## config.mk

```make
export PLATFORM = sky130hd
export DESIGN_NAME = regfile_sb
export DESIGN_NICKNAME = d
export VERILOG_FILES = /design/src/rtl/regfile_sb.sv
export SDC_FILE = /design/constraint.sdc
export NUM_CORES = 1
export LEC_CHECK = 0
export BUFFER_PORTS_ARGS = -buffer_cell sky130_fd_sc_hd__buf_2
export CAP_MARGIN = 20
export CORE_UTILIZATION = 35
export CTS_CLUSTER_SIZE = 25
export DETAILED_ROUTE_END_ITERATION = 6
export SLEW_MARGIN = 30
export SYNTH_ARGS = -nofsm -noshare
export SYNTH_HDL_FRONTEND = slang
export SYNTH_SLANG_ARGS = --single-unit
```

## constraint.sdc

```tcl
create_clock -name clk -period 2.95 [get_ports clk]
set_input_delay 0.59 -clock clk [delete_from_list [all_inputs] [get_ports clk]]
set_output_delay 0.59 -clock clk [all_outputs]
set_load 0.1 [all_outputs]
```

## src/rtl/regfile_sb.sv

```systemverilog
// regfile_sb
// Integer register file with NUM_RD combinational read ports, one synchronous
// write port, a per-register pending-write scoreboard, an optional same-cycle
// write-to-read bypass and a post-reset clear sequencer.
//
// Ports:
//   clk            clock; all state updates on the rising edge
//   rst_n          asynchronous active-low reset
//   r_reg_name     read addresses, port i at [i*AW +: AW]
//   r_reg_val      read data, port i at [i*XLEN +: XLEN]
//   r_busy         per port: addressed register has an outstanding write
//   w_enable       write strobe
//   w_reg_name     write address
//   w_reg_val      write data
//   alloc_en       mark alloc_reg_name as pending
//   alloc_reg_name register to mark busy
//   init_done      high once the clear sequence has finished (READY)
module regfile_sb #(
  parameter int XLEN         = 32,
  parameter int AW           = 5,
  parameter int NUM_RD       = 2,
  parameter int BYPASS       = 1,
  parameter int CLR_ON_RESET = 1
) (
  input  logic                   clk,
  input  logic                   rst_n,
  input  logic [NUM_RD*AW-1:0]   r_reg_name,
  output logic [NUM_RD*XLEN-1:0] r_reg_val,
  output logic [NUM_RD-1:0]      r_busy,
  input  logic                   w_enable,
  input  logic [AW-1:0]          w_reg_name,
  input  logic [XLEN-1:0]        w_reg_val,
  input  logic                   alloc_en,
  input  logic [AW-1:0]          alloc_reg_name,
  output logic                   init_done
);

  localparam int NREGS   = 2 ** AW;
  localparam bit BYP_ON  = (BYPASS != 0);
  localparam bit CLR_ON  = (CLR_ON_RESET != 0);

  typedef enum logic {
    ST_CLEAR = 1'b0,
    ST_READY = 1'b1
  } state_t;

  state_t            state_reg, state_next;
  logic [AW-1:0]     idx_reg, idx_next;
  logic [NREGS-1:0]  busy_reg, busy_next;
  logic [XLEN-1:0]   regs_mem [NREGS];

  logic ready;
  logic w_fire;
  logic a_fire;

  assign ready     = (state_reg == ST_READY);
  assign init_done = ready;
  // x0 is hardwired: writes and allocs to it never take effect, and nothing
  // is accepted while the clear sequencer owns the array.
  assign w_fire    = ready && w_enable && (w_reg_name != '0);
  assign a_fire    = ready && alloc_en && (alloc_reg_name != '0);

  // Sequencer next state: walk idx from 1 up to NREGS-1, then go READY.
  always_comb begin
    state_next = state_reg;
    idx_next   = idx_reg;
    if (state_reg == ST_CLEAR) begin
      idx_next = idx_reg + 1'b1;
      if (idx_reg == '1) begin
        state_next = ST_READY;
      end
    end
  end

  // Scoreboard: alloc is applied after the write-clear so that a same-cycle
  // alloc (newer producer) keeps the register busy.
  always_comb begin
    busy_next = busy_reg;
    if (w_fire) begin
      busy_next[w_reg_name] = 1'b0;
    end
    if (a_fire) begin
      busy_next[alloc_reg_name] = 1'b1;
    end
  end

  always_ff @(posedge clk or negedge rst_n) begin
    if (!rst_n) begin
      state_reg <= CLR_ON ? ST_CLEAR : ST_READY;
      idx_reg   <= AW'(1);
      busy_reg  <= '0;
    end else begin
      state_reg <= state_next;
      idx_reg   <= idx_next;
      busy_reg  <= busy_next;
    end
  end

  // Storage has no reset; contents are only touched by the clear sequencer
  // or by an accepted write. Gating on rst_n keeps a held reset from
  // repeatedly zeroing regs[1].
  always_ff @(posedge clk) begin
    if (rst_n) begin
      if (!ready) begin
        regs_mem[idx_reg] <= '0;
      end else if (w_fire) begin
        regs_mem[w_reg_name] <= w_reg_val;
      end
    end
  end

  genvar gi;
  generate
    for (gi = 0; gi < NUM_RD; gi++) begin : g_rd
      logic [AW-1:0]   rd_addr;
      logic            rd_hit;
      logic [XLEN-1:0] rd_val_next;
      logic            rd_busy_next;

      assign rd_addr = r_reg_name[gi*AW +: AW];
      assign rd_hit  = BYP_ON && w_enable && (w_reg_name == rd_addr);

      always_comb begin
        rd_val_next  = '0;
        rd_busy_next = 1'b0;
        if (ready && (rd_addr != '0)) begin
          if (rd_hit) begin
            rd_val_next  = w_reg_val;
            rd_busy_next = 1'b0;
          end else begin
            rd_val_next  = regs_mem[rd_addr];
            rd_busy_next = busy_reg[rd_addr];
          end
        end
      end

      assign r_reg_val[gi*XLEN +: XLEN] = rd_val_next;
      assign r_busy[gi]                 = rd_busy_next;
    end
  endgenerate

endmodule

```

Word-level counts from Yosys, hierarchy flattened
Memory sizes are Yosys's and may differ from the RTL's. Cells that the tools add are included. W data, S select, Z words.

Add/subtract/negate cells: 1. $lt $le $gt $ge: 6. Equality and inequality tests: 3. Multiplexer cells: 30. Bitwise operators: 3. Reduce and logical (&&, ||, !) cells: 15.

Operators by type and width (number): $mux W32 (7); $and A32 B32 Y32 (1); $not A32 Y32 (1); $or A32 B32 Y32 (1); $reduce_or A32 Y1 (1); $lt A5 B6 Y1 const B (4); $reduce_bool A5 Y1 (4); $mux W1 (18); $bmux W1 S5 (2); $demux W1 S5 (2); $eq A5 B5 Y1 (2); $ge A5 B1 Y1 const B (2); $logic_and A1 B1 Y1 (10); $add A5 B1 Y5 const B (1); $eq A5 B5 Y1 const B (1); $mux W5 (1).

Bits in registers: 38. Bits in writable memories: 1024. Input bits: 56. Output and inout port bits: 67. Logic and storage cells: 62. Memories kept: 1.

Memory list: regs_mem (words 32, bits a word 32, read ports 2, clocked after Yosys merged registers in 0, wr ports 1, line 50) `logic [XLEN-1:0] regs_mem [NREGS];`.

Longest topological paths before layout
Depth in word-level cells: 9. Mapped depth: 10. Depth with buffers taken out: 5.

Least setup slack after synthesis
No wires, ideal clock.

Kind: input port to output port. From: input port r_reg_name[5]. To: output port r_reg_val[61]. Arrival: 4.075 ns. Data required time: 2.360 ns. Slack: -1.715 ns. Stages: 6. Path buffers: 2. Path through: buf_4 > buf_4 > mux4_2 > mux2i_1 > mux4_2 > a211oi_1.

Word-level cells in the longest chain between the ends: 4. Elaborated cells on any way between the ends: 7. Those cells by class: eq/ne: 1; mux: 2; reduce/logical: 3; memory: 1.

Ends and longest elaborated chain: from (decl) (line 27) `input logic [NUM_RD*AW-1:0] r_reg_name,`; branches (longest 3 deep; another with $mem_v2 Z32 W32); $mux W32 (*) (line 126) `if (ready && (rd_addr != '0)) begin`; to (decl) (line 28) `output logic [NUM_RD*XLEN-1:0] r_reg_val,`.

Every way passes the cells marked *.

==> flow_metrics.py <==
metrics = {
    "routing": {
        "ant_nets": 0,
        "vias_per_cell": 6.30,
        "drt-total-wl_um": 187000,
        "drt-wirelength-per-cell_um": 33.6,
        "drt_iter0_drc": 4710,
        "vias": 35008,
        "drc": 9,
        "dr.pass1.iters": 7,
    },
    "global_route": {
        "grt_max_degree": 41,
        "grt_pass1_wl_um": 258000,
        "first_global_vias": 34383,
        "grt_usage": 0.247,
        "grt_overflow_total": 0,
        "grt_antenna_before_repair": 5,
    },
    "clock_network": {
        "cts_tree": "done",
        "clk_pin_slew_worst_paths_ps": 60,
        "clk_latency_ps": 750,
        "cts_made_buffers": 113,
        "cts.htree.levels": 3,
        "clockBufferDepth": 3,
        "cts.sinks": 1062,
        "cts-root-buf": "clkbuf_16",
    },
    "worst_setup_path": {
        "critPathSlowestCell": "mux4_2",
        "slowest_delay_ps": 500,
        "crit_type": "reg -> out",
        "cp_cell_sequence": "mux4_2, mux4_2, nor2b_4, a221o_2, buf_12",
        "arrival_ps": 2790,
        "worstPathMaxFanout": 2,
        "cp.required_ps": 2360,
        "end_kind": "output pin",
        "cp-start-kind": "flop",
        "crit_top_cell": "mux4_2",
    },
    "floorplanning": {
        "dieHeight_um": 383,
        "die-area_um2": 147000,
        "die_w_um": 383,
        "ioPinCount": 123,
        "start_util": 0.353,
        "rows": 139,
        "core-area_um2": 144000,
    },
    "place": {
        "gp_congestion": 0.863,
        "dpl.hpwl_um": 113000,
        "place_ws_ps": -497,
        "port_buffers": 122,
    },
    "pwr": {
        "p_sw_frac": 0.255,
        "p_leak_nw": 24.9,
        "seqPwrFrac": 0.460,
        "internal_power_mw": 26.9,
        "pwr_density_cell_nw_per_um2": 534,
        "p_sw_mw": 9.19,
        "clockPowerShare": 0.395,
        "ir_drop_v": 0.000549,
        "power.share.combinational": 0.145,
    },
    "sta": {
        "worstMarginPinSlew_ps": 686,
        "fin_skew_ps": 56.3,
        "hold_viol_final": 0,
        "setup_violations": 66,
        "rsz0062_at_grt": "yes",
        "worst_slack_ps": -429,
        "whs_ps": 226,
        "period_needed_ps": 3380,
        "slew_violations": 0,
        "slew-limit-headroom": 0.542,
        "fmax_mhz": 296,
        "timing.final.crit_share": 1.15,
    },
    "cells_and_area": {
        "final_util": 0.469,
        "multi_input_area_um2": 20000,
        "area_delta_synth_final_pct": 33.0,
        "ff_latch_area_um2": 31700,
        "num-fill-cells": 11925,
        "layout-drive-gt1-share": 0.448,
        "largest_register_ffs": 1024,
        "fin_nets": 3621,
    },
    "yosys": {
        "yosysWarnings": 0,
        "synth_area_per_cell_um2": 17.1,
        "synth_nets": 3019,
        "netlist_instances": 2961,
        "synth_edf_count": 1024,
        "ys_types": 59,
        "async_flop_share": 0.0358,
        "ys_ff_latch": 1062,
        "ys_seq_area_frac": 0.624,
        "synth-main-ff-cell": "edfxtp_1",
        "netlist_area_um2": 50800,
    },
    "run_status": {
        "violations": "DRC, setup timing",
        "outcome": "finished with violations",
    },
    "flow_run": {
        "maxCapViolations": 0,
    },
    "min_path": {
        "hold_path.class": "in -> reg",
    },
}
## placed cells by master (no fill, tap or decap), types with 38 or more instances in the layout
cell type / count
a21oi_2: 39
a221o_1: 45
a221oi_1: 92
a221oi_2: 57
a22oi_2: 58
buf_12: 248
buf_2: 49
buf_4: 321
buf_6: 44
clkbuf_16: 127
edfxtp_1: 1024
mux2i_1: 387
mux4_2: 340
nor2_4: 38
o21ai_0: 113
o21ai_1: 50
## through the flow
stage	area [um2]	instances	TNS, ps	total power [mW]
3_3_place_gp	59300	5208	-51790	21.2
5_1_grt	67500	5557	-18430	36.8
2_1_floorplan	51400	2961	-9240	19.4
6_report	67500	5557	-15460	36.1
3_5_place_dp	59400	5208	-26670	21.2
4_1_cts	65900	5504	-18170	35.9
## kinds of logic (layout without fill, tap and decap cells)
family	Yosys count	after routing	share of synthesized area
flip-flops	1062	1062	0.624
multiplexers	753	753	0.232
AO/OA/AOI/OAI	650	650	0.0918
buffers and inverters	253	945	0.0260
AND/OR/NAND/NOR	228	228	0.0227
XOR/XNOR	13	13	0.00224
adder cells (fa/ha/maj)	2	2	0.000493
other	0	1	0
## layer usage
metal / share of wire / global-route usage / up-vias
li1: - / - / 13872
met1: 0.38 / 0.328 / 18387
met2: 0.47 / 0.396 / 2256
met3: 0.11 / 0.0458 / 485
met4: 0.049 / 0.107 / 8
met5: 0.00052 / 0 / -
## cells in the mapped netlist (5+ instances only)
master	number	area share
nor3_1	35	0.0035
nor2_1	66	0.0049
and2_1	33	0.0041
a21oi_1	100	0.0099
dfrtp_1	37	0.018
a211oi_1	20	0.0030
buf_1	15	0.0011
nand4_1	5	0.00062
xnor2_1	9	0.0016
mux2i_1	411	0.081
buf_2	64	0.0063
a221oi_1	143	0.025
nor2b_1	10	0.0012
and3_1	6	0.00074
nand2_1	34	0.0025
mux4_2	340	0.15
nand3_1	12	0.0012
edfxtp_1	1024	0.61
o21ai_1	32	0.0032
a221o_1	71	0.014
a31oi_1	5	0.00062
a211o_1	34	0.0059
nand2b_1	7	0.00086
buf_6	18	0.0040
clkbuf_1	112	0.0083
o21ai_0	145	0.014
a22oi_1	79	0.012
a221oi_2	8	0.0024
buf_4	32	0.0047
## worst paths after layout
check,startpoint,end,slack (ps),depth (start not counted)
setup reg to reg,init_done,regs_mem[20][8],210,10
min in group asynchronous,rst_n,idx_reg[3],500,3
max in group asynchronous,rst_n,init_done,2070,3
hold / removal,alloc_reg_name[4],busy_reg[18],230,3
hold reg to reg,busy_reg[0],busy_reg[0],410,0
setup / recovery,regs_mem[6][14],r_reg_val[14],-430,5
## worst max-delay path, delay by kind of cell (launching register included)
kind,cells,cell delay (ps)
compound gates,1,360
buf+inv,1,180
mux,2,960
flops,1,390
simple gates,1,150
## layout make-up
cell class                 instances  share of cell area
antenna                            1           0.0000371
clock buffer                     150              0.0455
clock inverter                    55             0.00836
inverter                           8            0.000556
multi-input combinational       1646               0.296
sequential                      1062               0.470
tap                             1903              0.0353
timing repair buffer             732               0.145
## power by group through the flow
stage	Combinational, mW	Clock (mW)	Sequential, mW
after floorplan	2.52	0	16.9
after global placement	4.33	0	16.9
after detailed placement	4.34	0	16.9
after CTS	4.91	14.4	16.6
after global routing	5.37	14.9	16.6
final	5.23	14.3	16.6
## repair_timing
| action | 4_1_cts | 5_1_grt |
|---|---|---|
| endpoints found under the hold margin | 37 | 0 |
| setup endpoints to repair | 66 | 66 |
| setup buffers | 69 | 51 |
| pin swaps | 74 | 121 |
| cloned | 23 | 11 |
| resized for setup | 346 | 239 |
| hold buffers | 1 | 0 |
No activity file was read; power rests on OpenSTA's default activity.
